[src/rtl/adder_bist_pkg.sv]
// Shared types and LFSR helpers for the adder BIST block.
package adder_bist_pkg;

  typedef enum logic [1:0] {
    ST_IDLE   = 2'd0,
    ST_DRIVE  = 2'd1,
    ST_SAMPLE = 2'd2,
    ST_DONE   = 2'd3
  } bist_state_e;

  localparam logic [31:0] BIST_POLY         = 32'h8020_0003;
  localparam logic [31:0] BIST_DEFAULT_SEED = 32'h0000_0123;

  // Right-shifting Galois step for x^32+x^22+x^2+x+1.
  function automatic logic [31:0] lfsr_next(input logic [31:0] s);
    return {1'b0, s[31:1]} ^ (s[0] ? BIST_POLY : 32'h0);
  endfunction

endpackage

[src/rtl/adder_bist_if.sv]
// Operand/result bundle between the BIST block (master) and the adder under test (slave).
interface adder_bist_if #(
  parameter int WIDTH = 4
) ();

  logic [WIDTH-1:0] a;
  logic [WIDTH-1:0] b;
  logic             c_in;
  logic             c_out;
  logic [WIDTH-1:0] sum;

  modport master (output a, b, c_in, input c_out, sum);
  modport slave  (input a, b, c_in, output c_out, sum);

endinterface

[src/rtl/adder_bist_lfsr.sv]
// 32-bit Galois register with load, step and a data-XOR input (zero for plain LFSR, response for MISR).
module adder_bist_lfsr
  import adder_bist_pkg::*;
(
  input  logic        clk,
  input  logic        rst_n,
  input  logic        load_i,
  input  logic        step_i,
  input  logic [31:0] load_val_i,
  input  logic [31:0] data_i,
  output logic [31:0] value_o
);

  logic [31:0] value_q;
  logic [31:0] value_d;

  always_comb begin
    value_d = value_q;
    if (load_i) begin
      value_d = load_val_i;
    end else if (step_i) begin
      value_d = lfsr_next(value_q) ^ data_i;
    end
  end

  always_ff @(posedge clk or negedge rst_n) begin
    if (!rst_n) begin
      value_q <= '0;
    end else begin
      value_q <= value_d;
    end
  end

  assign value_o = value_q;

endmodule

[src/rtl/adder_bist.sv]
// Built-in pseudo-random stimulus/response checker for the combinational adder.
// Define ADDER_BIST_SIGNATURE_EN to add the MISR and the signature port.
module adder_bist
  import adder_bist_pkg::*;
#(
  parameter int          WIDTH       = 4,
  parameter int          NUM_VECTORS = 16,
  parameter logic [31:0] SEED        = BIST_DEFAULT_SEED
) (
  input  logic         clk,
  input  logic         rst_n,
  input  logic         start,
  adder_bist_if.master adr,
  output logic         busy,
  output logic         done,
  output logic         pass,
  output logic [15:0]  err_count,
  output logic [15:0]  fail_idx,
`ifdef ADDER_BIST_SIGNATURE_EN
  output logic [31:0]  signature,
`endif
  output bist_state_e  state_o
);

  // start is a level request honoured only in IDLE; done is a one-cycle completion pulse.
  localparam int             OPW      = 2 * WIDTH + 1;
  localparam logic [31:0]    SEED_EFF = (SEED == 32'h0) ? 32'h1 : SEED;
  localparam logic [OPW-1:0] OP_SEED  = OPW'(SEED_EFF);
  localparam logic [15:0]    LAST_IDX = 16'(NUM_VECTORS - 1);

  bist_state_e      state_q;
  logic [15:0]      idx_q, err_q, fail_q, err_d;
  logic             pass_q, done_q, busy_q, c_in_q;
  logic [WIDTH-1:0] a_q, b_q;
  logic [WIDTH:0]   expected, observed;
  logic [OPW-1:0]   op_nxt;
  logic [31:0]      lfsr_val;
  logic             mismatch, run_start, sample_en;

  assign run_start = (state_q == ST_IDLE) && start;
  assign sample_en = (state_q == ST_SAMPLE);
  assign expected  = {1'b0, a_q} + {1'b0, b_q} + {{WIDTH{1'b0}}, c_in_q};
  assign observed  = {adr.c_out, adr.sum};
  assign mismatch  = (expected != observed);
  assign op_nxt    = OPW'(lfsr_next(lfsr_val));

  always_comb begin
    err_d = err_q;
    if (sample_en && mismatch && (err_q != 16'hFFFF)) begin
      err_d = err_q + 16'd1;
    end
  end

  adder_bist_lfsr u_lfsr (
    .clk        (clk),
    .rst_n      (rst_n),
    .load_i     (run_start),
    .step_i     (sample_en),
    .load_val_i (SEED_EFF),
    .data_i     (32'h0),
    .value_o    (lfsr_val)
  );

`ifdef ADDER_BIST_SIGNATURE_EN
  adder_bist_lfsr u_misr (
    .clk        (clk),
    .rst_n      (rst_n),
    .load_i     (run_start),
    .step_i     (sample_en),
    .load_val_i (32'h0),
    .data_i     (32'(observed)),
    .value_o    (signature)
  );
`endif

  always_ff @(posedge clk or negedge rst_n) begin
    if (!rst_n) begin
      state_q           <= ST_IDLE;
      idx_q             <= '0;
      err_q             <= '0;
      fail_q            <= '0;
      pass_q            <= 1'b0;
      done_q            <= 1'b0;
      busy_q            <= 1'b0;
      {c_in_q, b_q, a_q} <= '0;
    end else begin
      done_q <= 1'b0;
      unique case (state_q)
        ST_IDLE: begin
          if (start) begin
            idx_q             <= '0;
            err_q             <= '0;
            fail_q            <= '0;
            pass_q            <= 1'b0;
            busy_q            <= 1'b1;
            {c_in_q, b_q, a_q} <= OP_SEED;
            state_q           <= ST_DRIVE;
          end
        end
        ST_DRIVE: state_q <= ST_SAMPLE;
        ST_SAMPLE: begin
          err_q <= err_d;
          if (mismatch && (err_q == 16'd0)) begin
            fail_q <= idx_q;
          end
          idx_q <= idx_q + 16'd1;
          // pass and done are registered on the way into DONE so they are valid during it.
          if (idx_q == LAST_IDX) begin
            state_q           <= ST_DONE;
            busy_q            <= 1'b0;
            done_q            <= 1'b1;
            pass_q            <= (err_d == 16'd0);
            {c_in_q, b_q, a_q} <= '0;
          end else begin
            state_q           <= ST_DRIVE;
            {c_in_q, b_q, a_q} <= op_nxt;
          end
        end
        ST_DONE: state_q <= ST_IDLE;
        default: state_q <= ST_IDLE;
      endcase
    end
  end

  assign adr.a     = a_q;
  assign adr.b     = b_q;
  assign adr.c_in  = c_in_q;
  assign busy      = busy_q;
  assign done      = done_q;
  assign pass      = pass_q;
  assign err_count = err_q;
  assign fail_idx  = fail_q;
  assign state_o   = state_q;

endmodule

[src/flat_wrapper.sv]
// flat-port wrapper written by rule: the top's interface ports become plain ports
module adder_bist_flat import adder_bist_pkg::*;
#(
  parameter int          WIDTH       = 4,
  parameter int          NUM_VECTORS = 16,
  parameter logic [31:0] SEED        = BIST_DEFAULT_SEED
)
  (clk, rst_n, start, busy, done, pass, err_count, fail_idx, state_o, adr_a, adr_b, adr_c_in, adr_c_out, adr_sum);
  adder_bist_if #(.WIDTH(WIDTH)) adr_i ();
  input  logic clk;
  input  logic rst_n;
  input  logic start;
  output logic busy;
  output logic done;
  output logic pass;
  output logic [15:0] err_count;
  output logic [15:0] fail_idx;
  output bist_state_e state_o;
  output wire logic [$bits(adr_i.a)-1:0] adr_a;
  output wire logic [$bits(adr_i.b)-1:0] adr_b;
  output wire logic [$bits(adr_i.c_in)-1:0] adr_c_in;
  input wire logic [$bits(adr_i.c_out)-1:0] adr_c_out;
  input wire logic [$bits(adr_i.sum)-1:0] adr_sum;
  assign adr_a = adr_i.a;
  assign adr_b = adr_i.b;
  assign adr_c_in = adr_i.c_in;
  assign adr_i.c_out = adr_c_out;
  assign adr_i.sum = adr_sum;
  adder_bist #(.WIDTH(WIDTH), .NUM_VECTORS(NUM_VECTORS), .SEED(SEED)) u_core (.clk(clk), .rst_n(rst_n), .start(start), .adr(adr_i), .busy(busy), .done(done), .pass(pass), .err_count(err_count), .fail_idx(fail_idx), .state_o(state_o));
endmodule
[config.mk]
export PLATFORM = sky130hd
export DESIGN_NAME = adder_bist_flat
export DESIGN_NICKNAME = d
export VERILOG_FILES = /design/src/rtl/adder_bist_pkg.sv /design/src/rtl/adder_bist_if.sv /design/src/rtl/adder_bist_lfsr.sv /design/src/rtl/adder_bist.sv /design/src/flat_wrapper.sv
export SDC_FILE = /design/constraint.sdc
export NUM_CORES = 1
export LEC_CHECK = 0
export CAP_MARGIN = 5
export CORE_AREA = 2 2 121 123
export DETAILED_ROUTE_END_ITERATION = 16
export DIE_AREA = 0 0 123 125
export GPL_ROUTABILITY_DRIVEN = 0
export SLEW_MARGIN = 20
export SYNTH_ARGS = -nofsm -noshare
export SYNTH_HDL_FRONTEND = slang
export SYNTH_SLANG_ARGS = --single-unit
[constraint.sdc]
create_clock -name clk -period 4.6 [get_ports clk]
set_input_delay 0.92 -clock clk [delete_from_list [all_inputs] [get_ports clk]]
set_output_delay 0.92 -clock clk [all_outputs]
set_load 0.005 [all_outputs]
======== Word level (Yosys, flattened, before mapping) ========
Index checks and enable logic that the tools add are counted.
operators by class
  bitwise gates (word level) .............. 1
  $add $sub $neg .......................... 4
  multiplexer cells ....................... 28
  eq/ne operators ......................... 9
  reductions and logical operators ........ 12
operators by type and width
  cell                     number
  $mux W32                 3
  $pmux W16 S2             3
  $mux W16                 3
  $add A16 B1 Y16 const B  2
  $logic_not A16 Y1        2
  $xor A31 B32 Y32         1
  $eq A16 B4 Y1 const B    1
  $mux W4                  4
  $ne A16 B16 Y1 const B   1
  $pmux W4 S2              2
  $pmux W2 S4              1
  $mux W1                  7
  $ne A2 B2 Y1 const B     3
  $pmux W1 S2              3
  $reduce_and A3 Y1        2
  $add A4 B4 Y5            1
  $add A5 B1 Y5            1
  $ne A5 B5 Y1             1
  $eq A2 B2 Y1 const B     2
  $logic_and A1 B1 Y1      4
  $mux W2                  2
  $reduce_bool A2 Y1       2
  $eq A2 B1 Y1 const B     1
  $logic_not A2 Y1         1
  $reduce_and A2 Y1        1
storage, ports and cells
  bits of input ports ..................... 8
  output and inout bits ................... 46
  register bits ........................... 94

======== Logic depth before layout (Yosys ltp) ========
Gate-level depths: netlist (run 1).
  depth after elaboration ................. 9
  depth in mapped cells ................... 13
  depth with buffers taken out ............ 12

======== Modules after synthesis ========
A second synthesis (run 1) with hierarchy kept.
second synthesis, totals
  cell total of the unflattened synthesis .. 559
  area, all modules ....................... 5258.8 um^2
modules (own cells, without submodules)
  module           cells each  times used  area each (um^2)
  adder_bist       382         1           3430.8
  adder_bist_lfsr  177         1           1828.0

======== Worst setup path before layout (run 1) ========
OpenSTA, ideal clock, no wires.
  kind .................................... reg-to-reg
  from .................................... register u_core.c_in_q (netlist: u_core.adr.c_in)
  to ...................................... register u_core.pass_q (netlist: u_core.pass)
  library setup time ...................... 0.090 ns
  required time ........................... 4.510 ns
  arrival ................................. 3.214 ns
  slack ................................... 1.296 ns
  stages on the path, launching flop included .. 13
  cells stage by stage .................... dfrtp_1 > inv_1 > fa_1 > inv_1 > fa_1 > xnor2_1 > nand3_2 > or3_1 > buf_6 > a311o_1 > a2bb2o_4 > or4_4 > o31ai_4
between the ends
  longest elaborated chain between the ends .. 8
RTL lines
  item                               line               text
  start, declared                    adder_bist.sv:33   logic pass_q, done_q, busy_q, c_in_q;
  start signal, assigned             adder_bist.sv:116  {c_in_q, b_q, a_q} <= op_nxt;
  $add A5 B1 Y5                      adder_bist.sv:42   assign expected = {1'b0, a_q} + {1'b0, b_q} + {{WIDTH{1'b0}}, c_in_q};
  $ne A5 B5 Y1                       adder_bist.sv:44   assign mismatch = (expected != observed);
  $logic_and A1 B1 Y1 (2 in series)  adder_bist.sv:49   if (sample_en && mismatch && (err_q != 16'hFFFF)) begin
  $mux W16                           adder_bist.sv:49
  $logic_not A16 Y1                  adder_bist.sv:112  pass_q <= (err_d == 16'd0);
  $mux W1                            adder_bist.sv:108  if (idx_q == LAST_IDX) begin
  $pmux W1 S2                        adder_bist.sv:88   unique case (state_q)
  end signal, assigned               adder_bist.sv:112
  end, declared                      adder_bist.sv:33
No other way between the ends. The select of a mux whose other input is x is not followed.
A chain may end at the register's enable or synchronous reset.

======== Final worst setup path (run 1) ========
Ends and elaborated chain as after synthesis.

==> flow_metrics.tcl, run 1 <==
set metrics [dict create \
    power_density_nw_per_um2 515 \
    drt-total-wl_um 10100 \
    gr-total-overflow 0 \
    hold_buffers 0 \
    synth.cell_area_um2 4450 \
    area_growth_pct 23.7 \
    antenna_cells 0 \
    design_area_um2 5500 \
    arrival_ps 3800 \
    grt_pass1_vias 3332 \
    wl_per_cell_um 15.1 \
    slew_headroom 0.385 \
    finalHoldViolCount 0 \
    cts_max_path_buffers 2 \
    nets 494 \
    yosysSeqAreaShare 0.529 \
    drive_above_1_share 0.0725 \
    synth_edf_count 0 \
    grt_usage 0.141 \
    ir_drop_uv 229 \
    seqCellArea_um2 2350 \
    synth_xor_area_frac 0.0335 \
    cts.sinks 94 \
    drt-initial-drc-count 294 \
    syn_avg_cell_area_um2 10.2 \
    yosys.area_share.simple 0.165 \
    synth_nets 452 \
    synth_seq_cells 94 \
    cts_buffers 9 \
    io_pins 54 \
    worstMarginPinSlew_ps 920 \
    cap_violations 0 \
    coreArea_um2 14200 \
    grt_setup_unrepaired "false" \
    tritoncts "built" \
    initial_core_util 0.313 \
    clockRootBuffer "clkbuf_16" \
    power.leakage_nw 2.40 \
    ant_nets 0 \
    ys.flop_type "dfrtp_1" \
    worst_slack_ps 1060 \
    status "finished, final reports clean" \
    port_buffers 53 \
    viasPerCell 5.10 \
    post_cts_resized 0 \
    dieArea_um2 15400 \
    async_flop_share 1.00 \
    grt_antenna_before_repair 0 \
    period_minus_slack_ps 3540 \
    synthAdderAreaFrac 0.0259 \
    fin_tns_setup_ps 0 \
    synth.distinct_cells 49 \
    postCtsSetupBuffers 0 \
    skew_ps 8.60 \
    clk_pin_slew_ps 70 \
    syn_inst 436 \
    cp_max_fo 8 \
    hold_path_class "flip-flop to flip-flop" \
    die_y_um 125 \
    ys.warnings.count 0 \
    period_share 0.769 \
    dpl_worst_slack_ps 889 \
    multi_input_area_um2 1980 \
    dieWidth_um 123 \
    num_vias 3403 \
    slew_viol_final 0 \
    grt_max_degree 59 \
    criticalPathCategory "flip-flop to flip-flop" \
    finalSetupViolCount 0 \
    n_fill_cell 1392 \
    synthMuxAreaShare 0.0366 \
    dpl.hpwl_um 6940 \
    postPlaceCellArea_um2 5160 \
    num_rows 44 \
    synth_top_family_by_area "compound AO/OA/AOI/OAI gates" \
    synth-compound-area-share 0.179 \
    cp_data_required_time_ps 4860 \
    drc 0 \
    clk_latency_ps 350 \
    fmax_mhz 283 \
    cp-end-kind "flip-flop" \
    grt_pass1_wl_um 17100 \
    cts_max_level 3 \
    cp-start-kind "flip-flop" \
    dr.pass1.iters 4 \
]
[per-stage QoR]
| step | utilization | cells | power, mW | hold slack [ps] |
|---|---|---|---|---|
| finish | 0.387 | 667 | 2.83 | 479 |
| global route | 0.387 | 667 | 3.02 | 513 |
| CTS | 0.387 | 667 | 2.87 | 487 |
| detailed placement | 0.363 | 651 | 2.00 | 471 |
| global placement | 0.363 | 651 | 1.98 | 463 |
| floorplan | - | 436 | 1.66 | 450 |
[cell families (layout without fill, tap and decap cells)]
logic type	count (synthesis)	in the layout
buffers and inverters	35	82
DFF	94	94
and+or+nand+nor	149	149
xor gates and xnor gates	17	17
adders and majority gates	8	8
muxes	16	16
AOI/OAI and AO/OA	117	117
[cell usage after synthesis (all sizes together) (5+ instances only)]
master | n | area [um2]
xnor2 | 12 | 105
nor3 | 6 | 35.0
nand3 | 27 | 140
a22o | 33 | 289
clkbuf | 22 | 83.8
and3 | 16 | 100
dfrtp | 94 | 2350
nor2 | 7 | 26.3
nand2 | 66 | 248
mux2i | 14 | 140
o21ai | 49 | 245
xor2 | 5 | 43.8
nand4 | 7 | 43.8
inv | 9 | 33.8
ha | 6 | 75.1
a21oi | 15 | 78.8
[worst max-delay path: stages, from the launching register on]
cell and delay [ps]:
dfrtp_1 350, inv_1 70, fa_1 450, inv_1 90, fa_1 420, xnor2_1 190, nand3_2 120, or3_1 530
a311o_1 330, a2bb2o_4 200, or4_4 520, o31ai_4 170
[cell type report]
| class | count | share of cell area |
|---|---|---|
| Sequential cell | 94 | 0.428 |
| Multi-Input combinational cell | 307 | 0.360 |
| Timing Repair Buffer | 57 | 0.101 |
| Tap cell | 184 | 0.0418 |
| Clock buffer | 9 | 0.0409 |
| Clock inverter | 7 | 0.0218 |
| Inverter | 9 | 0.00614 |
[report_power, final]
part | internal (mW) | switching (mW)
Sequential | 0.975 | 0.155
Combinational | 0.399 | 0.441
Clock | 0.533 | 0.329
[registers in the layout, indices dropped and copies added (netlist names)]
name	cells
u_core.u_lfsr.value_o	32
u_core.err_count	16
u_core.fail_idx	16
u_core.idx_q	16
u_core.adr.a	4
u_core.adr.b	4
u_core.state_o	2
u_core.adr.c_in	1
u_core.busy	1
u_core.done	1
u_core.pass	1
[path summary, 6_finish.rpt]
check	slack [ps]	cells after the start	end	startpoint
max in group asynchronous	3040	2	u_core.idx_q[9]	rst_n
min in group asynchronous	620	1	u_core.idx_q[3]	rst_n
setup / recovery	1060	11	u_core.pass	u_core.adr.c_in
setup reg to reg	1060	11	u_core.pass	u_core.adr.c_in
hold / removal	480	2	u_core.fail_idx[15]	u_core.fail_idx[15]
hold reg to reg	480	2	u_core.fail_idx[15]	u_core.fail_idx[15]
[cells in the final DEF (no fill, tap or decap), types with 4 or more instances in the layout]
master / synthesis / routed
a21oi_1: 14 / 14
a22o_1: 33 / 33
and3_1: 16 / 16
buf_4: 0 / 5
clkbuf_16: 0 / 9
clkdlybuf4s50_1: 0 / 52
dfrtp_1: 94 / 94
ha_1: 6 / 6
inv_1: 9 / 9
mux2i_1: 14 / 14
nand2_1: 66 / 66
nand3_1: 26 / 26
nand4_1: 7 / 7
nor2_1: 7 / 7
nor3_1: 5 / 5
o21ai_0: 48 / 48
or3_1: 4 / 4
xnor2_1: 12 / 12
xor2_1: 5 / 5
[metal layers]
metal	share of wire	track usage	up-vias
met4	0.019	0.0428	0
met3	0.046	0.0397	14
met2	0.48	0.225	62
met5	0	0	-
met1	0.45	0.186	1665
li1	-	-	1662
(Power assumes the default switching activity.)
==> inputs of run 2 (changes only) <==
Clock period 4.6 ns to 3 ns, I/O delays scaled along.
==> flow_metrics.tcl, run 2 (synthesis results as in run 1) <==
set metrics [dict create \
    num_rows 44 \
    cp-start-kind "flip-flop" \
    cap_violations 0 \
    nets 516 \
    initial_core_util 0.313 \
    port_buffers 53 \
    skew_ps 7.98 \
    dpl_worst_slack_ps -264 \
    slowest_delay_ps 520 \
    crit_chain "inv_2 -> fa_2 -> inv_2 -> fa_2 -> xnor2_2 -> nand3_2 -> or3_4 -> a311o_1 -> a2bb2o_4 -> or4_4 -> o31ai_4" \
    r2r_end "u_core.pass" \
    area_growth_pct 28.8 \
    dieArea_um2 15400 \
    grt_max_degree 52 \
    holdWs_ps 261 \
    num_vias 3479 \
    gr-total-overflow 0 \
    worstMarginPinSlew_ps 622 \
    period_minus_slack_ps 3240 \
    coreArea_um2 14200 \
    layout_commonest_cell "dfrtp_1" \
    clk_latency_ps 340 \
    dieWidth_um 123 \
    grt_usage 0.140 \
    fmax_mhz 309 \
    drive_above_1_share 0.131 \
    cp_max_fo 4 \
    clockRootBuffer "clkbuf_16" \
    slew_viol_final 0 \
    finalSetupViolCount 1 \
    ant_nets 0 \
    hold_path_class "input port to async pin" \
    grt_antenna_before_repair 0 \
    tritoncts "built" \
    hold_buffers 0 \
    cts_max_level 3 \
    worstReg2RegStart "u_core.adr.c_in" \
    finalHoldViolCount 0 \
    grt_pass1_wl_um 17100 \
    crit_slowest_cell "or4_4" \
    criticalPathCategory "flip-flop to flip-flop" \
    antenna_cells 0 \
    cp_data_required_time_ps 3250 \
    arrival_ps 3490 \
    io_pins 54 \
    drt-initial-drc-count 272 \
    status "complete, but fails checks" \
    cts_buffers 9 \
    rrSetupSlack_ps -240 \
    dr.pass1.iters 4 \
    cts_max_path_buffers 2 \
    cts.sinks 94 \
    grt_pass1_vias 3357 \
    postCtsSetupBuffers 0 \
    ir_drop_uv 387 \
    largest_reg_flops 32 \
    grt_setup_unrepaired "true" \
    wl_per_cell_um 15.1 \
    violations "negative setup slack" \
    die_y_um 125 \
    rr_worst_depth 11 \
    power.leakage_nw 2.52 \
    worst_slack_ps -237 \
    dpl.hpwl_um 7040 \
    final_cell_mix "94 x dfrtp_1, 66 x nand2_1, 52 x clkdlybuf4s50_1" \
    slew_headroom 0.585 \
    power_density_nw_per_um2 793 \
    drc 0 \
    clk_pin_slew_ps 70 \
    cp-end-kind "flip-flop" \
    viasPerCell 5.05 \
    n_fill_cell 1364 \
    drt-total-wl_um 10400 \
    period_share 1.08 \
]
-- run 2: changes by cell type in the layout (fill, tap and decap cells not counted), moves of 2 or more --
cell	change
inv_2	+3
buf_12	+2
fa_2	+2
buf_4	+20
inv_8	+2
inv_1	-3
fa_1	-2
-- run 2: worst max-delay path, delay by kind of cell (launching register included) --
kind,cells,cell delay [ps]
AND/OR/NAND/NOR,3,1000
adder cells (fa/ha/maj),2,840
AO/OA/AOI/OAI,3,680
flip-flops,1,360
XOR/XNOR,1,140
buffers and inverters,2,120
-- run 2: how the worst max path moves through the flow --
stage	cells after the start	slack [ps]	startpoint	end
finish	11	-240	u_core.adr.c_in	u_core.pass
detailed placement	11	-260	u_core.adr.c_in	u_core.pass
CTS	11	-230	u_core.adr.c_in	u_core.pass
global placement	11	-210	u_core.adr.c_in	u_core.pass
floorplan	12	-170	u_core.adr.c_in	u_core.pass
global route	11	-340	u_core.adr.c_in	u_core.pass
-- run 2: timing repair --
item                       CTS  global route
setup endpoints to repair    1             9
pin swaps                    0             0
gates resized for setup      1             2
-- run 2: final cells by class --
type	instances	area, um2	area share
tap	184	230	0.0402
timing repair buffer	79	748	0.131
inverter	9	33.8	0.00590
sequential	94	2350	0.411
clock inverter	7	129	0.0225
clock buffer	9	225	0.0393
multi-input combinational	307	2010	0.351
-- run 2: metrics by stage --
| step | setup TNS, ps | cell area, um2 | power [mW] | util | instances |
|---|---|---|---|---|---|
| final | -237 | 5730 | 4.55 | 0.403 | 689 |
| after global routing | -335 | 5730 | 4.83 | 0.403 | 689 |
| after CTS | -230 | 5720 | 4.59 | 0.403 | 689 |
| after detailed placement | -264 | 5360 | 3.22 | 0.377 | 673 |
| after global placement | -213 | 5360 | 3.18 | 0.377 | 673 |
| after floorplan | -175 | 4460 | 2.58 | - | 436 |
-- run 2: report_power, final --
group | leakage [nW] | internal (mW) | switching (mW)
sequential | 1.26 | 1.49 | 0.217
combinational | 1.09 | 0.745 | 0.747
clock | 0.170 | 0.829 | 0.514
-- run 2: per-layer routing --
| metal | share of wire | GRT usage |
|---|---|---|
| met2 | 0.46 | 0.211 |
| met3 | 0.039 | 0.0297 |
| met1 | 0.47 | 0.195 |
| met4 | 0.025 | 0.0582 |
| met5 | 0 | 0 |
==> inputs of run 3 (changes only) <==
Settings changed: SKIP_LAST_GASP set to 1.
==> results of run 3 <==
The final DEF is identical to that of run 2; final timing and power are the same.
==> RTL change 1, RTL diff (config.mk and constraints of run 1) <==
Put one more register stage on the output `state_o`. The value now appears one clock later. The other outputs are not delayed to match.
--- a/src/rtl/adder_bist.sv
+++ b/src/rtl/adder_bist.sv
@@ -130,7 +130,9 @@
   assign pass      = pass_q;
   assign err_count = err_q;
   assign fail_idx  = fail_q;
-  assign state_o   = state_q;
+  always_ff @(posedge clk) begin
+    state_o <= state_q;
+  end
 
 endmodule
 
Check against the original RTL: not equivalent (a bounded check fails within 4 cycles, from zero or initial values and one cycle with rst_n low).
==> RTL change 1 against run 1 <==
Final area up 3.4%; power increased by 2.6%; sequential share of layout area shrank 0.71 points; hold slack better by 0.0075 ns; setup slack got worse by 0.13 ns; wire length up 11%; area after synthesis rose by 5.0%; core utilization increased by 1.3 points; sequential cell count is 2 higher.
==> RTL change 1: results (changes against run 1) <==
| Metric | Value |
|---|---|
| Outcome | finished, final reports clean (unchanged) |
| Yosys cell types | 62 (was 49) |
| Post-synthesis mux area share | 2.197% (was 3.656%) |
| Sequential share of the synthesized area | 51.22% (was 52.87%) |
| Synth top cells by count | dfrtp_1, o21ai_0, nand2_1, nand3_1, a22o_1 (was dfrtp_1, nand2_1, o21ai_0, a22o_1, nand3_1) |
| Synthesized Nets | 485 (was 452) |
| First-pass GRT wire length | 18.73 mm (was 17.15 mm) |
| Clock Skew | 0.009144 ns (was 0.008596 ns) |
| Vias in the first global route | 3,632 (was 3,332) |
| Internal power | 1.953 mW (was 1.907 mW) |
| Via density | 5.247 (was 5.102) |
| CP max-delay cell | o221ai_1 (was or3_1) |
| Hpwl dp | 7.446 mm (was 6.939 mm) |
| Worst path arrival time | 3.94 ns (was 3.80 ns) |
| Top cells by area, synth | dfrtp_1, a22o_1, o21ai_0 (was dfrtp_1, a22o_1, nand2_1) |
| WL final | 11.17 mm (was 10.06 mm) |
| Cells after DPL | 681 (was 651) |
| Routed vias | 3,657 (was 3,403) |
| Fill cells | 1,389 (was 1,392) |
| Async S/R FF share, synth | 97.92% (was 100.0%) |
| Nets | 524 (was 494) |
| Synth Area in Compound Gates | 19.58% (was 17.86%) |
| Total Routing Usage GR | 15.31% (was 14.12%) |
| Slowest cell delay on critical path | 0.63 ns (was 0.53 ns) |
| Worst slew pin tran | 0.8652 ns (was 0.9204 ns) |
| Worst VDD drop | 0.1879 mV (was 0.2293 mV) |
| Post-synthesis adder-cell area fraction | 2.465% (was 2.587%) |
| Post-Place Setup Slack | 0.9562 ns (was 0.8893 ns) |
| CP max FO | 11 (was 8) |
| Synth Area in XOR/XNOR | 2.572% (was 3.346%) |
| Largest net degree at the start of global routing | 63 (was 59) |
| Avg Inst Size Synth | 9.959 um^2 (was 10.20 um^2) |
| Leakage power | 2.372 nW (was 2.396 nW) |
| Share of post-route cells with drive strength above 1 | 7.992% (was 7.246%) |
| Initial DRC count | 194 (was 294) |
-- RTL change 1: cell count changes in the layout (fill, tap and decap cells not counted), moves of 3 or more --
cell	before	now
mux2i_1	14	8
inv_1	9	30
nand3_1	26	37
o31ai_1	2	6
and3_1	16	7
nand2_1	66	39
a21oi_1	14	20
o21ai_0	48	44
xnor2_1	12	7
a211oi_1	0	3
nor2_1	7	28
or3_1	4	1
-- RTL change 1: worst max-delay path: cells and delay by family, from the launching register on --
| kind | cells | cell delay, ns |
|---|---|---|
| compound gates | 4 | 1.39 |
| simple gates | 4 | 1.00 |
| fa+ha+maj | 2 | 0.65 |
| flops | 1 | 0.38 |
| buf+inv | 2 | 0.16 |
-- RTL change 1: worst paths after layout --
| kind | slack [ns] | from | cells past startpoint | end |
|---|---|---|---|---|
| min in group asynchronous | 0.64 | rst_n | 1 | u_core.err_count[8] |
| worst min-delay path | 0.49 | u_core.busy | 1 | u_core.busy |
| worst max register to register | 0.93 | u_core.adr.b[0] | 12 | u_core.pass |
| max in group asynchronous | 3.03 | rst_n | 2 | u_core.u_lfsr.value_o[9] |
| worst max-delay path | 0.93 | u_core.adr.b[0] | 12 | u_core.pass |
| worst min register to register | 0.49 | u_core.busy | 1 | u_core.busy |
-- RTL change 1: area by class of cell --
cell class	count	area (um^2)	share of cell area (%)
clock buffer	10	239.0	4.201
clock inverter	6	113.9	2.001
inverter	30	112.6	1.979
multi-input combinational	314	2043	35.91
sequential	96	2392	42.05
tap	184	230.2	4.047
timing repair buffer	57	558.0	9.809
-- RTL change 1: per-layer routing --
metal  GRT usage, %  vias up  part of all wire [%]  wire length (um)
met5              0        -                     0                 0
met4          5.882        0                   1.5               171
li1               -     1772                     -                 -
met3          2.007       11                   3.6               399
met2          23.56       72                    48              5338
met1          21.90     1802                    47              5264
-- RTL change 1: logic make-up after synthesis --
| logic type | count (synthesis) |
|---|---|
| DFF | 96 |
| adders and majority gates | 8 |
| muxes | 10 |
| xor gates and xnor gates | 12 |
| and+or+nand+nor | 152 |
| buffers and inverters | 59 |
| AOI/OAI and AO/OA | 132 |
-- RTL change 1: power by group through the flow --
stage / sequential, mW / clock [mW] / combinational [mW]
6_report: 1.16 / 0.881 / 0.870
5_1_grt: 1.18 / 0.937 / 0.974
2_1_floorplan: 1.12 / 0 / 0.596
3_3_place_gp: 1.17 / 0 / 0.858
3_5_place_dp: 1.17 / 0 / 0.877
4_1_cts: 1.16 / 0.898 / 0.881
-- RTL change 1: through the flow --
step           util, %  cell area [um^2]  power [mW]
6_report         40.05              5689       2.907
5_1_grt          40.05              5689       3.091
4_1_cts          40.05              5689       2.936
3_5_place_dp     37.57              5336       2.045
3_3_place_gp     37.57              5336       2.025
2_1_floorplan        -              4671       1.718
==> RTL change 2, RTL diff (flow settings as in run 1) <==
Without the edit above. `WIDTH` is set to 4 in 3 places; all go to 6.
--- a/src/rtl/adder_bist_if.sv
+++ b/src/rtl/adder_bist_if.sv
@@ -1,6 +1,6 @@
 // Operand/result bundle between the BIST block (master) and the adder under test (slave).
 interface adder_bist_if #(
-  parameter int WIDTH = 4
+  parameter int WIDTH = 6
 ) ();
 
   logic [WIDTH-1:0] a;
--- a/src/rtl/adder_bist.sv
+++ b/src/rtl/adder_bist.sv
@@ -3,7 +3,7 @@
 module adder_bist
   import adder_bist_pkg::*;
 #(
-  parameter int          WIDTH       = 4,
+  parameter int          WIDTH       = 6,
   parameter int          NUM_VECTORS = 16,
   parameter logic [31:0] SEED        = BIST_DEFAULT_SEED
 ) (
--- a/src/flat_wrapper.sv
+++ b/src/flat_wrapper.sv
@@ -1,7 +1,7 @@
 // flat-port wrapper written by rule: the top's interface ports become plain ports
 module adder_bist_flat import adder_bist_pkg::*;
 #(
-  parameter int          WIDTH       = 4,
+  parameter int          WIDTH       = 6,
   parameter int          NUM_VECTORS = 16,
   parameter logic [31:0] SEED        = BIST_DEFAULT_SEED
 )
Ports: changed (resized adr_a, adr_b and adr_sum); port bits go from 54 to 60. No check against the original RTL was run, so the function may have changed too.
==> RTL change 2 against run 1 <==
Cell count up 7.6%; wire length rose by 18%; power is 2.1% lower; count of clock-buffer cells in the layout rose by 2; setup slack worse by 0.27 ns; final area increased by 7.3%; clock power fell by 16%; clock skew increased by 0.0026 ns; die area stayed put; first-iteration DRC count shrank 15%; sequential cell count increased by 4; area after synthesis is 8.9% higher.
==> RTL change 2: results (changes against run 1) <==
| Metric | Value |
|---|---|
| Synthesized Nets | 504 (was 452) |
| Routed wl met3 | 391 um (was 462 um) |
| Sequential share of the synthesized area | 50.63% (was 52.87%) |
| DR pass1 iterations | 7 (was 4) |
| Post-synthesis adder-cell area fraction | 2.893% (was 2.587%) |
| Met1 usage | 22.65% (was 18.65%) |
| CP max-delay cell | fa_1 (was or3_1) |
| Nets | 549 (was 494) |
| Outcome | finished, final reports clean (unchanged) |
| Synth Area in Compound Gates | 19.35% (was 17.86%) |
| CP max FO | 4 (was 8) |
| WL final | 11.87 mm (was 10.06 mm) |
| Post_cts resized | 0 (unchanged) |
| Min-delay src | u_core.busy (was u_core.fail_idx[15]) |
| First-pass GRT wire length | 19.58 mm (was 17.15 mm) |
| Fill cells | 1,385 (was 1,392) |
| Avg Inst Size Synth | 10.01 um^2 (was 10.20 um^2) |
| Wire length on met2 | 5.679 mm (was 4.877 mm) |
| Synth Area in XOR/XNOR | 2.712% (was 3.346%) |
| Root Driver | clkbuf_16 (unchanged) |
| Worst path arrival time | 4.06 ns (was 3.80 ns) |
| Post-synthesis mux area share | 2.402% (was 3.656%) |
| Slowest cell delay on critical path | 0.47 ns (was 0.53 ns) |
| Initial DRC count | 251 (was 294) |
| Hpwl dp | 7.947 mm (was 6.939 mm) |
| Port bufs | 59 (was 53) |
| Vias in the first global route | 3,838 (was 3,332) |
| Flop2flop setup slack | 0.80 ns (was 1.06 ns) |
| Hold path endpoint | u_core.busy (was u_core.fail_idx[15]) |
| Worst VDD drop | 0.2466 mV (was 0.2293 mV) |
| Met1 wire length | 5.639 mm (was 4.535 mm) |
| Cells after DPL | 702 (was 651) |
| Met2 usage | 24.96% (was 22.52%) |
| Share of post-route cells with drive strength above 1 | 6.742% (was 7.246%) |
| Clock Skew | 0.01121 ns (was 0.008596 ns) |
| Slew margin rel. | 41.17% (was 38.51%) |
| Routed len/inst | 16.53 um (was 15.09 um) |
| Routed vias | 3,876 (was 3,403) |
[RTL change 2: cell type report]
cell class / count / area share [%]
Clock inverter: 5 / 0.6360
Sequential cell: 98 / 41.55
Tap cell: 184 / 3.901
Multi-Input combinational cell: 327 / 37.18
Inverter: 29 / 1.844
Timing Repair Buffer: 64 / 10.60
Clock buffer: 11 / 4.282
[RTL change 2: metrics by stage]
stage               setup slack, ns  hold WS [ns]  util, %  area [um^2]
finish                       0.7967        0.4855    41.55         5902
global route                 0.5861        0.5256    41.55         5902
CTS                          0.6962        0.4928    41.50         5894
detailed placement           0.7005        0.4748    39.46         5604
global placement             0.8113        0.4697    39.46         5604
floorplan                     1.488        0.4502        -         4843
[RTL change 2: power by group]
part           switching [mW]  internal, mW  total, mW
clock network           0.330         0.398      0.728
logic                   0.475         0.396      0.870
registers               0.166          1.01       1.17
total                   0.971          1.80       2.77
